--- src/rtl/mux_arbiter_pkg.sv ---
// Shared definitions for the mux_arbiter block.
// Holds the FSM state encoding, the requester count, the select width and
// a one-hot helper used to build the grant vector.
package mux_arb_pkg;

  localparam int N_REQ = 4;
  localparam int SEL_W = 2;

  typedef enum logic {
    IDLE = 1'b0,
    XFER = 1'b1
  } state_t;

  // Expand a requester index into a one-hot grant vector.
  function automatic logic [N_REQ-1:0] sel_onehot(input logic [SEL_W-1:0] s);
    logic [N_REQ-1:0] v;
    v    = {N_REQ{1'b0}};
    v[s] = 1'b1;
    return v;
  endfunction

endpackage

--- src/rtl/mux_arbiter_if.sv ---
// Bus bundle between the requesters/downstream and mux_arbiter.
//   req         requests, bit i = requester i
//   data_in     packed lanes, lane i at [i*DW +: DW]
//   gnt         one-hot grant pulse
//   sel         index of current winner
//   out_valid   out_data holds a granted word
//   out_data    registered copy of the winner's lane
//   out_ready   downstream accepts the word
//   busy        arbiter is in a transfer
//   timeout_err one-cycle pulse when a transfer is abandoned
// slave = arbiter side, master = requester/downstream side.
interface mux_arbiter_if #(
  parameter int DW = 8
);
  import mux_arb_pkg::*;

  logic [N_REQ-1:0]    req;
  logic [N_REQ*DW-1:0] data_in;
  logic [N_REQ-1:0]    gnt;
  logic [SEL_W-1:0]    sel;
  logic                out_valid;
  logic [DW-1:0]       out_data;
  logic                out_ready;
  logic                busy;
  logic                timeout_err;

  modport slave (
    input  req, data_in, out_ready,
    output gnt, sel, out_valid, out_data, busy, timeout_err
  );

  modport master (
    output req, data_in, out_ready,
    input  gnt, sel, out_valid, out_data, busy, timeout_err
  );

endinterface

--- src/rtl/mux_arbiter_rr_pick4.sv ---
// rr_pick4: combinational round-robin picker for four requesters.
//   req    [3:0] request vector
//   ptr    [1:0] last winner; search starts at ptr+1 (mod 4)
//   winner [1:0] first requesting index found
//   any          at least one request is present
module rr_pick4 (
  input  logic [3:0] req,
  input  logic [1:0] ptr,
  output logic [1:0] winner,
  output logic       any
);

  logic [1:0] idx_s;

  // Scan from the farthest slot back toward ptr+1 so the closest hit wins last.
  always_comb begin
    winner = 2'd0;
    idx_s  = 2'd0;
    for (int k = 4; k >= 1; k--) begin
      idx_s = ptr + 2'(k);
      if (req[idx_s]) begin
        winner = idx_s;
      end else begin
        winner = winner;
      end
    end
  end

  assign any = |req;

endmodule

--- src/rtl/mux_arbiter.sv ---
// mux_arbiter: round-robin 4:1 arbiter with a registered output word.
// Ports:
//   clk    rising-edge clock
//   rst_n  synchronous active-low reset
//   bus    mux_arbiter_if.slave (req, data_in, out_ready in;
//          gnt, sel, out_valid, out_data, busy, timeout_err out)
// Optional build macro MUX_ARBITER_TIMEOUT_EN: abandons a word after
// TIMEOUT consecutive stalled cycles and pulses timeout_err; without it the
// word waits indefinitely and timeout_err is tied low.
module mux_arbiter
  import mux_arb_pkg::*;
#(
  parameter int DW      = 8,
  parameter int TIMEOUT = 15
) (
  input logic clk,
  input logic rst_n,
  mux_arbiter_if.slave bus
);

  if (TIMEOUT < 1 || TIMEOUT > 255) begin : g_timeout_range
    $error("mux_arbiter: TIMEOUT must be in 1..255");
  end

  state_t           state_r, state_s;
  logic [SEL_W-1:0] ptr_r, ptr_s;
  logic [SEL_W-1:0] winner_s;
  logic             any_s;
  logic [N_REQ-1:0] gnt_r, gnt_s;
  logic [SEL_W-1:0] sel_r, sel_s;
  logic             valid_r, valid_s;
  logic [DW-1:0]    data_r, data_s;
  logic             busy_r;
  logic             terr_r, terr_s;
`ifdef MUX_ARBITER_TIMEOUT_EN
  logic [7:0]       cnt_r, cnt_s;
`endif

  rr_pick4 u_pick (
    .req    (bus.req),
    .ptr    (ptr_r),
    .winner (winner_s),
    .any    (any_s)
  );

  // State register.
  always_ff @(posedge clk) begin
    if (!rst_n) begin
      state_r <= IDLE;
    end else begin
      state_r <= state_s;
    end
  end

  // Next-state and next-output logic.
  always_comb begin
    state_s = state_r;
    ptr_s   = ptr_r;
    gnt_s   = {N_REQ{1'b0}};
    sel_s   = sel_r;
    valid_s = valid_r;
    data_s  = data_r;
    terr_s  = 1'b0;
`ifdef MUX_ARBITER_TIMEOUT_EN
    cnt_s   = cnt_r;
`endif
    case (state_r)
      IDLE: begin
        if (any_s) begin
          state_s = XFER;
          ptr_s   = winner_s;
          gnt_s   = sel_onehot(winner_s);
          sel_s   = winner_s;
          valid_s = 1'b1;
          data_s  = bus.data_in[winner_s*DW +: DW];
`ifdef MUX_ARBITER_TIMEOUT_EN
          cnt_s   = 8'd0;
`endif
        end else begin
          valid_s = 1'b0;
        end
      end
      XFER: begin
        // Requests are not looked at here; the captured word is held as-is.
        if (bus.out_ready) begin
          state_s = IDLE;
          valid_s = 1'b0;
        end else begin
`ifdef MUX_ARBITER_TIMEOUT_EN
          // ptr already holds this winner, so abandoning keeps fairness order.
          if (cnt_r == 8'(TIMEOUT - 1)) begin
            state_s = IDLE;
            valid_s = 1'b0;
            terr_s  = 1'b1;
          end else begin
            cnt_s = cnt_r + 8'd1;
          end
`else
          valid_s = 1'b1;
`endif
        end
      end
      default: begin
        state_s = IDLE;
        valid_s = 1'b0;
      end
    endcase
  end

  // Output and pointer registers; reset pointer 3 gives requester 0 first turn.
  always_ff @(posedge clk) begin
    if (!rst_n) begin
      ptr_r   <= 2'd3;
      gnt_r   <= {N_REQ{1'b0}};
      sel_r   <= {SEL_W{1'b0}};
      valid_r <= 1'b0;
      data_r  <= {DW{1'b0}};
      busy_r  <= 1'b0;
      terr_r  <= 1'b0;
`ifdef MUX_ARBITER_TIMEOUT_EN
      cnt_r   <= 8'd0;
`endif
    end else begin
      ptr_r   <= ptr_s;
      gnt_r   <= gnt_s;
      sel_r   <= sel_s;
      valid_r <= valid_s;
      data_r  <= data_s;
      busy_r  <= (state_s == XFER);
      terr_r  <= terr_s;
`ifdef MUX_ARBITER_TIMEOUT_EN
      cnt_r   <= cnt_s;
`endif
    end
  end

  assign bus.gnt         = gnt_r;
  assign bus.sel         = sel_r;
  assign bus.out_valid   = valid_r;
  assign bus.out_data    = data_r;
  assign bus.busy        = busy_r;
  assign bus.timeout_err = terr_r;

endmodule
--- src/flat_wrapper.sv ---
// flat-port wrapper written by rule: the top's interface ports become plain ports
module mux_arbiter_flat import mux_arb_pkg::*;
#(
  parameter int DW      = 8,
  parameter int TIMEOUT = 15
)
  (clk, rst_n, bus_req, bus_data_in, bus_out_ready, bus_gnt, bus_sel, bus_out_valid, bus_out_data, bus_busy, bus_timeout_err);
  mux_arbiter_if #(.DW(DW)) bus_i ();
  input logic clk;
  input logic rst_n;
  input wire logic [$bits(bus_i.req)-1:0] bus_req;
  input wire logic [$bits(bus_i.data_in)-1:0] bus_data_in;
  input wire logic [$bits(bus_i.out_ready)-1:0] bus_out_ready;
  output wire logic [$bits(bus_i.gnt)-1:0] bus_gnt;
  output wire logic [$bits(bus_i.sel)-1:0] bus_sel;
  output wire logic [$bits(bus_i.out_valid)-1:0] bus_out_valid;
  output wire logic [$bits(bus_i.out_data)-1:0] bus_out_data;
  output wire logic [$bits(bus_i.busy)-1:0] bus_busy;
  output wire logic [$bits(bus_i.timeout_err)-1:0] bus_timeout_err;
  assign bus_i.req = bus_req;
  assign bus_i.data_in = bus_data_in;
  assign bus_i.out_ready = bus_out_ready;
  assign bus_gnt = bus_i.gnt;
  assign bus_sel = bus_i.sel;
  assign bus_out_valid = bus_i.out_valid;
  assign bus_out_data = bus_i.out_data;
  assign bus_busy = bus_i.busy;
  assign bus_timeout_err = bus_i.timeout_err;
  mux_arbiter #(.DW(DW), .TIMEOUT(TIMEOUT)) u_core (.clk(clk), .rst_n(rst_n), .bus(bus_i));
endmodule
--- config.mk ---
export PLATFORM = sky130hd
export DESIGN_NAME = mux_arbiter_flat
export DESIGN_NICKNAME = d
export VERILOG_FILES = /design/src/rtl/mux_arbiter_pkg.sv /design/src/rtl/mux_arbiter_if.sv /design/src/rtl/mux_arbiter_rr_pick4.sv /design/src/rtl/mux_arbiter.sv /design/src/flat_wrapper.sv
export SDC_FILE = /design/constraint.sdc
export NUM_CORES = 1
export LEC_CHECK = 0
export ABC_AREA = 1
export CORE_ASPECT_RATIO = 1.75
export CORE_MARGIN = 2
export CORE_UTILIZATION = 37
export CTS_CLUSTER_DIAMETER = 150
export DETAILED_ROUTE_END_ITERATION = 16
export PLACE_DENSITY_LB_ADDON = 0.05
export SETUP_SLACK_MARGIN = 0.15
export SLEW_MARGIN = 20
export SYNTH_ARGS = -nofsm -noshare
export SYNTH_HDL_FRONTEND = slang
export SYNTH_SLANG_ARGS = --single-unit
--- constraint.sdc ---
create_clock -name clk -period 1.4 [get_ports clk]
set_input_delay 0.21 -clock clk [delete_from_list [all_inputs] [get_ports clk]]
set_output_delay 0.21 -clock clk [all_outputs]
set_load 0.02 [all_outputs]
==> reports/results.ini <==
[synthesis]
yosysTopAreaCell = dfxtp_1
yosysSeqAreaShare_pct = 28.6
syn_area_mm2 = 0.00119
syn-instance-count = 170
syn_nets = 209
yosys_warnings = 0
synthTopCellsByArea = dfxtp_1 29%, nand2_1 11%, nand3_1 8.4%
ys_async_sr_fraction_pct = 0
synth_seq_cells = 17
yosysMostFrequentCell = nand2_1
synth.avg_cell_area_um2 = 6.99
synth_edf_count = 0
netlist.area_leader.share_pct = 28.6
yosysUniqueCellTypes = 24
synthTopCellsByCount = 34 x nand2_1, 20 x nand3_1, 19 x nor2_1
synth_flop_cell = dfxtp_1

[floorplan]
die_h_um = 79.0
core_region_area_mm2 = 0.00311
ioPinCount = 56
start_util_pct = 38.2
rows = 27
die_area_mm2 = 0.00370
die_x_um = 46.8

[drt]
dr_total_vias = 1367
dr.pass1.iters = 6
avgViaCountPerCell = 5.01
drt_iter0_drc = 22
wl_per_cell_um = 12.9
ant_nets = 0
wl_um = 3520
drc = 0

[grt]
gr-total-overflow = 0
grt_pass1_vias = 1381
grt_pass1_wl_um = 5450
grt_start_max_net_pins = 23
grtUsageTotal_pct = 19.7
antenna_found_initial = 0

[setup_path]
worstSetupStartpointType = register
cp-startpoint = u_core.ptr_r[0]
cp_common_cell = nand2_2
cp_slowest_cell = dfxtp_4
cp_max_fo = 16
crit_arrival_ns = 1.76
path_cells = o21ai_2, nand2_2, nand2_2, inv_2, nand2_2, nand2_4, buf_12, nand4_1, nand3_1, nor2_2, nor2_1
end_kind = register
crit_type = reg2reg
critPathRequiredTime_ns = 1.54
max_stage_delay_ns = 0.40
worst_r2r_startpoint = u_core.ptr_r[0]

[final_layout]
area.sequential_um2 = 348
final_cells = 273
layout-drive-gt1-share_pct = 32.2
multi_input_area_um2 = 825
n_antenna_cell = 0
nNetsFinal = 270
fill_cells = 302
syn_to_final_growth_pct = 70.5

[clock_tree]
clockBufferDepth = 2
cts-root-buf = clkbuf_8
insertion_delay_ns = 0.25
h-tree-depth = 1
cts_buffers = 3
cts_tree = built
holdBufCountCts = 0
cts_num_sinks = 17
cts.reportedPaths.clkPinSlew_ns = 0.06

[power]
total_power_mw = 3.19
peakVddDrop_mv = 1.10
power.leakage_nw = 0.942
p_per_area_mw_per_mm2 = 1570

[timing]
max_freq_ghz = 0.618
setup_ws_ns = -0.218
min_period_ns = 1.62
rsz0062_at_grt = yes
slew_violations = 0
period_share_pct = 116
fin_worst_skew_ns = 0.00557
finalSetupViolations = 16
hold_violations = 0

[placed_design]
port_buffers = 54
dpl.hpwl_um = 2580
placed_cells = 266
place_congestion = 0.772

[outcome]
violations = setup timing
run_status = complete, but fails checks

[job]
maxCapViolCount = 0

[min_path]
hold_class = reg2reg
min_from = u_core.bus.sel[1]

-- cell usage in the layout (no fill, tap or decap), types with 2 or more instances in the layout --
| master | n |
|---|---|
| buf_12 | 3 |
| nand3_1 | 17 |
| nand3_2 | 11 |
| nand2_4 | 11 |
| nand4_1 | 16 |
| a21oi_2 | 2 |
| inv_1 | 6 |
| o211ai_1 | 2 |
| o21ai_0 | 9 |
| nor3_2 | 2 |
| dlygate4sd2_1 | 20 |
| nor2_1 | 18 |
| clkbuf_8 | 3 |
| inv_4 | 2 |
| buf_4 | 7 |
| nand2_2 | 17 |
| buf_6 | 4 |
| inv_2 | 3 |
| dfxtp_4 | 2 |
| nand2_1 | 16 |
| dfxtp_1 | 15 |
| clkdlybuf4s50_1 | 34 |
-- path summary, 6_finish.rpt --
path,to,cells after the start,slack [ns]
max,u_core.bus.out_data[4],11,-0.22
min,u_core.bus.sel[1],2,0.48
max reg2reg,u_core.bus.out_data[4],11,-0.22
min reg2reg,u_core.bus.sel[1],2,0.48
-- state kept, by name, indices dropped and copies added (netlist names) --
register              flops
u_core.bus.out_data       8
u_core.bus.gnt            4
u_core.bus.sel            2
u_core.ptr_r              2
u_core.bus.out_valid      1
-- critical path: cells and delay by family (launching register included) --
kind	cells	cell delay [ns]
flip-flops	1	0.40
buffers and inverters	2	0.20
AO/OA/AOI/OAI	1	0.23
AND/OR/NAND/NOR	8	0.66
-- cell type report --
| type | instances | area share, % |
|---|---|---|
| clock buffers | 4 | 2.22 |
| inverters | 12 | 2.84 |
| multi-input cells | 128 | 40.7 |
| flip-flops and latches | 17 | 17.2 |
| well taps | 43 | 2.65 |
| repair buffers | 69 | 34.4 |
-- logic make-up after synthesis --
kind of cell / after synthesis / share of synthesized area (%)
buf+inv: 25 / 14.2
compound gates: 15 / 7.05
other cells: 1 / 0.315
flops: 17 / 28.6
simple gates: 112 / 49.8
-- through the flow --
stage / utilization, % / instance area, um2 / hold slack, ns / setup slack (ns) / TNS [ns]
floorplan: - / 1210 / 0.321 / -0.105 / -0.852
global placement: 58.4 / 1820 / 0.452 / -0.475 / -6.90
detailed placement: 58.4 / 1820 / 0.461 / -0.528 / -7.65
CTS: 61.9 / 1920 / 0.478 / -0.185 / -1.53
global route: 65.2 / 2030 / 0.495 / -0.335 / -3.63
finish: 65.2 / 2030 / 0.480 / -0.218 / -2.04
-- power breakdown --
part	switching [mW]	internal (mW)	leakage, nW	total (mW)
sequential	0.0853	0.608	0.141	0.693
combinational	1.21	0.921	0.778	2.13
clock	0.164	0.202	0.0228	0.366
total	1.46	1.73	0.942	3.19
-- what timing repair did --
action | 4_1_cts | 5_1_grt
pin swaps | 6 | 17
cloned | 0 | 1
gates resized for setup | 42 | 23
endpoints found under the setup margin | 33 | 16
setup buffers | 2 | 0
-- metal layers --
metal	GRT usage, %	share of wire (%)	wire length [um]	vias to the layer above
met5	0	0	0	-
met4	8.89	1.6	57	0
met3	1.14	4.7	164	4
met2	38.2	58	2050	46
met1	19.2	35	1240	628
li1	-	-	-	689
(Power assumes the default switching activity.)
